File: config.mk
export PLATFORM = sky130hd
export DESIGN_NAME = serial_add_ctrl
export DESIGN_NICKNAME = d
export VERILOG_FILES = /design/src/rtl/serial_add_ctrl.sv
export SDC_FILE = /design/constraint.sdc
export NUM_CORES = 1
export LEC_CHECK = 0
export BUFFER_PORTS_ARGS = -buffer_cell sky130_fd_sc_hd__buf_4
export CORE_MARGIN = 2
export CORE_UTILIZATION = 50
export CTS_BUF_LIST = sky130_fd_sc_hd__clkbuf_8
export CTS_CLUSTER_SIZE = 14
export DETAILED_ROUTE_END_ITERATION = 10
export PLACE_DENSITY_LB_ADDON = 0.25
export SYNTH_ARGS = -nofsm -noshare
export SYNTH_HDL_FRONTEND = slang
export SYNTH_SLANG_ARGS = --single-unit
File: constraint.sdc
create_clock -name clk -period 1.74 [get_ports clk]
set_clock_uncertainty 0.2 [all_clocks]
set_input_delay 0.435 -clock clk [delete_from_list [all_inputs] [get_ports clk]]
set_output_delay 0.435 -clock clk [all_outputs]
set_load 0.02 [all_outputs]
File: src/rtl/serial_add_ctrl.sv
// Bit-serial adder: one full_adder cell reused LSB-first over WIDTH cycles; SERIAL_ADD_OVF_EN adds a signed-overflow flag.
// Latency: start accepted at edge k, done pulses in cycle k+WIDTH+1; busy spans RUN and DONE.
// Backpressure: start is honoured only in IDLE; requests while busy are dropped, never queued.
module serial_add_ctrl #(
    parameter int WIDTH = 8,
    parameter int CNT_W = 4
) (
    input  logic             clk,
    input  logic             rst,
    input  logic             start,
    input  logic [WIDTH-1:0] a,
    input  logic [WIDTH-1:0] b,
    input  logic             cin,
    output logic             busy,
    output logic             done,
    output logic [WIDTH-1:0] sum,
    output logic             cout,
    output logic             ovf
);

    if (WIDTH < 2 || (2 ** CNT_W) <= WIDTH) begin : g_param_check
        $error("serial_add_ctrl: need WIDTH >= 2 and 2**CNT_W > WIDTH");
    end

    localparam logic [CNT_W-1:0] LAST_CNT = CNT_W'(WIDTH - 1);

    typedef enum logic [1:0] {
        S_IDLE = 2'd0,
        S_RUN  = 2'd1,
        S_DONE = 2'd2
    } state_t;

    state_t           state;
    state_t           state_nxt;
    logic             load;
    logic             step;
    logic             last;

    logic [WIDTH-1:0] a_sh;
    logic [WIDTH-1:0] b_sh;
    logic [WIDTH-1:0] acc;
    logic             c_reg;
    logic [CNT_W-1:0] cnt;
    logic [WIDTH-1:0] sum_q;
    logic             cout_q;

    logic             fa_s;
    logic             fa_c;

    full_adder u_fa (
        .x  (a_sh[0]),
        .y  (b_sh[0]),
        .ci (c_reg),
        .s  (fa_s),
        .co (fa_c)
    );

    always_ff @(posedge clk) begin
        if (rst) begin
            state <= S_IDLE;
        end else begin
            state <= state_nxt;
        end
    end

    always_comb begin
        state_nxt = state;
        load      = 1'b0;
        step      = 1'b0;
        last      = 1'b0;
        case (state)
            S_IDLE: begin
                if (start) begin
                    load      = 1'b1;
                    state_nxt = S_RUN;
                end
            end
            S_RUN: begin
                step = 1'b1;
                if (cnt == LAST_CNT) begin
                    last      = 1'b1;
                    state_nxt = S_DONE;
                end
            end
            S_DONE:  state_nxt = S_IDLE;
            default: state_nxt = S_IDLE;
        endcase
    end

    // sum/cout only move on the final RUN edge, so the previous result stays visible while busy.
    always_ff @(posedge clk) begin
        if (rst) begin
            a_sh   <= '0;
            b_sh   <= '0;
            acc    <= '0;
            c_reg  <= 1'b0;
            cnt    <= '0;
            sum_q  <= '0;
            cout_q <= 1'b0;
        end else if (load) begin
            a_sh  <= a;
            b_sh  <= b;
            acc   <= '0;
            c_reg <= cin;
            cnt   <= '0;
        end else if (step) begin
            a_sh  <= a_sh >> 1;
            b_sh  <= b_sh >> 1;
            acc   <= {fa_s, acc[WIDTH-1:1]};
            c_reg <= fa_c;
            if (last) begin
                sum_q  <= {fa_s, acc[WIDTH-1:1]};
                cout_q <= fa_c;
            end else begin
                cnt <= cnt + 1'b1;
            end
        end
    end

`ifdef SERIAL_ADD_OVF_EN
    logic ovf_q;

    // Carry into the MSB is c_reg on the last step; carry out is fa_c.
    always_ff @(posedge clk) begin
        if (rst) begin
            ovf_q <= 1'b0;
        end else if (step && last) begin
            ovf_q <= c_reg ^ fa_c;
        end
    end

    assign ovf = ovf_q;
`else
    assign ovf = 1'b0;
`endif

    assign busy = (state != S_IDLE);
    assign done = (state == S_DONE);
    assign sum  = sum_q;
    assign cout = cout_q;

endmodule

// One-bit combinational full adder shared by the serial sequencer.
module full_adder (
    input  logic x,
    input  logic y,
    input  logic ci,
    output logic s,
    output logic co
);

    assign s  = x ^ y ^ ci;
    assign co = (x & y) | (x & ci) | (y & ci);

endmodule
==> impl_metrics.env <==
export IMPL_worstReg2RegStart="cnt[0]"
export IMPL_drt_iter0_markers=68
export IMPL_path_max_fanout=11
export IMPL_reg2reg_depth=4
export IMPL_crit_arrival_ns=1.05
export IMPL_insertion_delay_ns=0.30
export IMPL_multiInputGateArea_um2=836
export IMPL_floorplan_die_area_mm2=0.00393
export IMPL_pre_cts_slack_ns=0.0602
export IMPL_die_x_extent_um=62.7
export IMPL_synthesis_area_per_instance_um2=9.20
export IMPL_synthesis_yosys_warnings=0
export IMPL_fill_cells=288
export IMPL_initial_cell_density_of_the_core_pct=52.0
export IMPL_min_path_type="in -> reg"
export IMPL_drt_antenna_violating_nets=0
export IMPL_root_buffer="clkbuf_8"
export IMPL_crit_start="state[0]"
export IMPL_synth_ff_latch_count=39
export IMPL_post_route_worst_hold_slack_ns=0.184
export IMPL_worst_r2r_setup_slack_ns=0.08
export IMPL_dp_hpwl_um=2700
export IMPL_numCtsBuffers=5
export IMPL_vias=1516
export IMPL_timing_setup_critical_path_class="reg -> out"
export IMPL_syn_area_mm2=0.00172
export IMPL_worstSetupEndpoint="busy"
export IMPL_irDropWorstVdd_mv=0.497
export IMPL_synth_top_area_share_pct=45.4
export IMPL_setup_total_negative_slack_ns=0
export IMPL_synth_net_count=209
export IMPL_critical_path_endpoint_type="output port"
export IMPL_netlist_top_cells_area="dfxtp_1, a211oi_2, a21oi_2, nor2_1, o22ai_1"
export IMPL_via_count_of_the_first_global_routing_pass=1510
export IMPL_tritoncts_num_sinks=39
export IMPL_ys_top_cells_by_count="dfxtp_1, nor2_1, nand2_1"
export IMPL_synth_lib_cells_used_distinct=35
export IMPL_drt_pre_antenna_iters=6
export IMPL_num_antenna_cells=0
export IMPL_sequential_cell_area_um2=788
export IMPL_post_cts_buffers=0
export IMPL_floorplan_rows=21
export IMPL_core_mm2=0.00331
export IMPL_final_critical_path_setup_slack_ns=0.0502
export IMPL_drive_gt1_share_pct=35.7
export IMPL_place_port_buffers=30
export IMPL_power_per_cell_area_mw_per_mm2=853
export IMPL_status="completed"
export IMPL_clock_tree_from_tritoncts="built"
export IMPL_synth_edff_count=0
export IMPL_final_max_slew_violation_count=0
export IMPL_top_level_ports=32
export IMPL_maxCapViolCount=0
export IMPL_worst_hold_path_num_cells=3
export IMPL_power_leakage_nw=0.796
export IMPL_critPathRequiredTime_ns=1.10
export IMPL_design_final_nets=245
export IMPL_yosys_cell_count_top_type="dfxtp_1"
export IMPL_route_detailed_wl_per_inst_um=14.0
export IMPL_finalCriticalPeriod_ns=1.69
export IMPL_finalSetupViolCount=0
export IMPL_synthesized_instance_count=187
export IMPL_drcViolationCount=0
export IMPL_max_clock_freq_mhz=592
export IMPL_cts_hold_buf=0
export IMPL_routability_congestion_estimate=0.786
export IMPL_cts_max_level=2
export IMPL_avgViaCountPerCell=5.61
export IMPL_asyncSetResetFlopFracSynth_pct=0
export IMPL_synth_largest_area_cell="dfxtp_1"
export IMPL_startpoint_type="flop"
export IMPL_die_h_um=62.7
export IMPL_overflow=0
export IMPL_grt_start_max_net_pins=29
export IMPL_grt_first_pass_wirelength_um=6670
export IMPL_antenna_found_initial=0
export IMPL_report_final_hold_viol_count=0
export IMPL_synthToLayoutAreaGrowth_pct=23.2
export IMPL_unrepaired_setup_endpoints_after_global_routing="no"
export IMPL_routed_wl_um=3790
export IMPL_cts_root_to_sink_buffers=2
export IMPL_timing_rr_end="cnt[0]"
export IMPL_yosys_most_used_dff="dfxtp_1"
export IMPL_overall_fraction_of_global_route_tracks_in_use_pct=21.2
export IMPL_min_period_over_period_pct=97.1
export IMPL_synth_seq_area_share_pct=45.4
export IMPL_path_clk_slew_ns=0.08
[placed cells by master (no fill, tap or decap), types with 2 or more instances in the layout]
cell type / synthesis / routed
a21oi_2: 10 / 10
o21ai_0: 3 / 3
a21oi_1: 10 / 10
clkinvlp_4: 0 / 2
a211oi_1: 6 / 6
o21ai_1: 9 / 9
nor3_1: 2 / 2
nor2_1: 22 / 22
buf_4: 4 / 44
a211oi_2: 10 / 10
o2bb2ai_1: 4 / 4
dfxtp_1: 39 / 37
nand2_1: 15 / 15
dfxtp_4: 0 / 2
a22oi_1: 2 / 2
nand3_1: 11 / 11
clkbuf_8: 0 / 5
o22ai_1: 11 / 11
[critical path, stage by stage, from the launching register on]
cell     delay, ns
dfxtp_4       0.36
buf_6         0.14
inv_2         0.05
nand2_1       0.05
buf_4         0.16
[kinds of logic after synthesis]
family / after synthesis / share of synthesized area (%)
buf+inv: 18 / 6.11
compound gates: 67 / 29.7
flops: 39 / 45.4
simple gates: 60 / 16.7
fa+ha+maj: 2 / 1.89
other cells: 1 / 0.218
[worst min path at each step]
stage,startpoint,to,slack (ns)
after detailed placement,acc[1],acc[1],0.27
after global placement,acc[5],acc[4],0.26
after global routing,a[7],a_sh[7],0.20
after floorplan,acc[1],sum[0],0.24
final,b[7],b_sh[7],0.18
after CTS,b[7],b_sh[7],0.18
[final cells by class]
type                            count  share of cell area, %
Multi-Input combinational cell    130                   39.4
Sequential cell                    39                   37.2
Timing Repair Buffer               45                   16.1
Clock buffer                        5                   3.25
Tap cell                           46                   2.72
Clock inverter                      3                  0.945
Inverter                            2                  0.354
[metrics by stage]
step	area (um2)	power, W	util [%]	std cells
after global placement	2020	0.00121	61.0	262
after detailed placement	2020	0.00122	61.0	262
after floorplan	1720	0.00114	-	187
after CTS	2110	0.00183	63.8	270
after global routing	2120	0.00189	64.0	270
final	2120	0.00181	64.0	270
[power breakdown]
group          leakage (nW)  internal (W)  switching [W]  total, W
registers             0.320      0.000930      0.0000246  0.000954
logic                 0.436      0.000113       0.000127  0.000240
clock network        0.0402      0.000279       0.000335  0.000614
[per-layer routing]
layer	track usage (%)	up-vias	routed length, um	share of wire (%)
met4	7.22	0	55	1.5
li1	-	736	-	-
met2	38.3	37	1960	52
met1	23.6	737	1590	42
met5	0	-	0	0
met3	6.13	6	185	4.9
[repair_timing]
action,in CTS,in global routing
endpoints found under the setup margin,2,8
gates cloned,0,0
gates resized for setup,3,3
(Power assumes the default switching activity.)
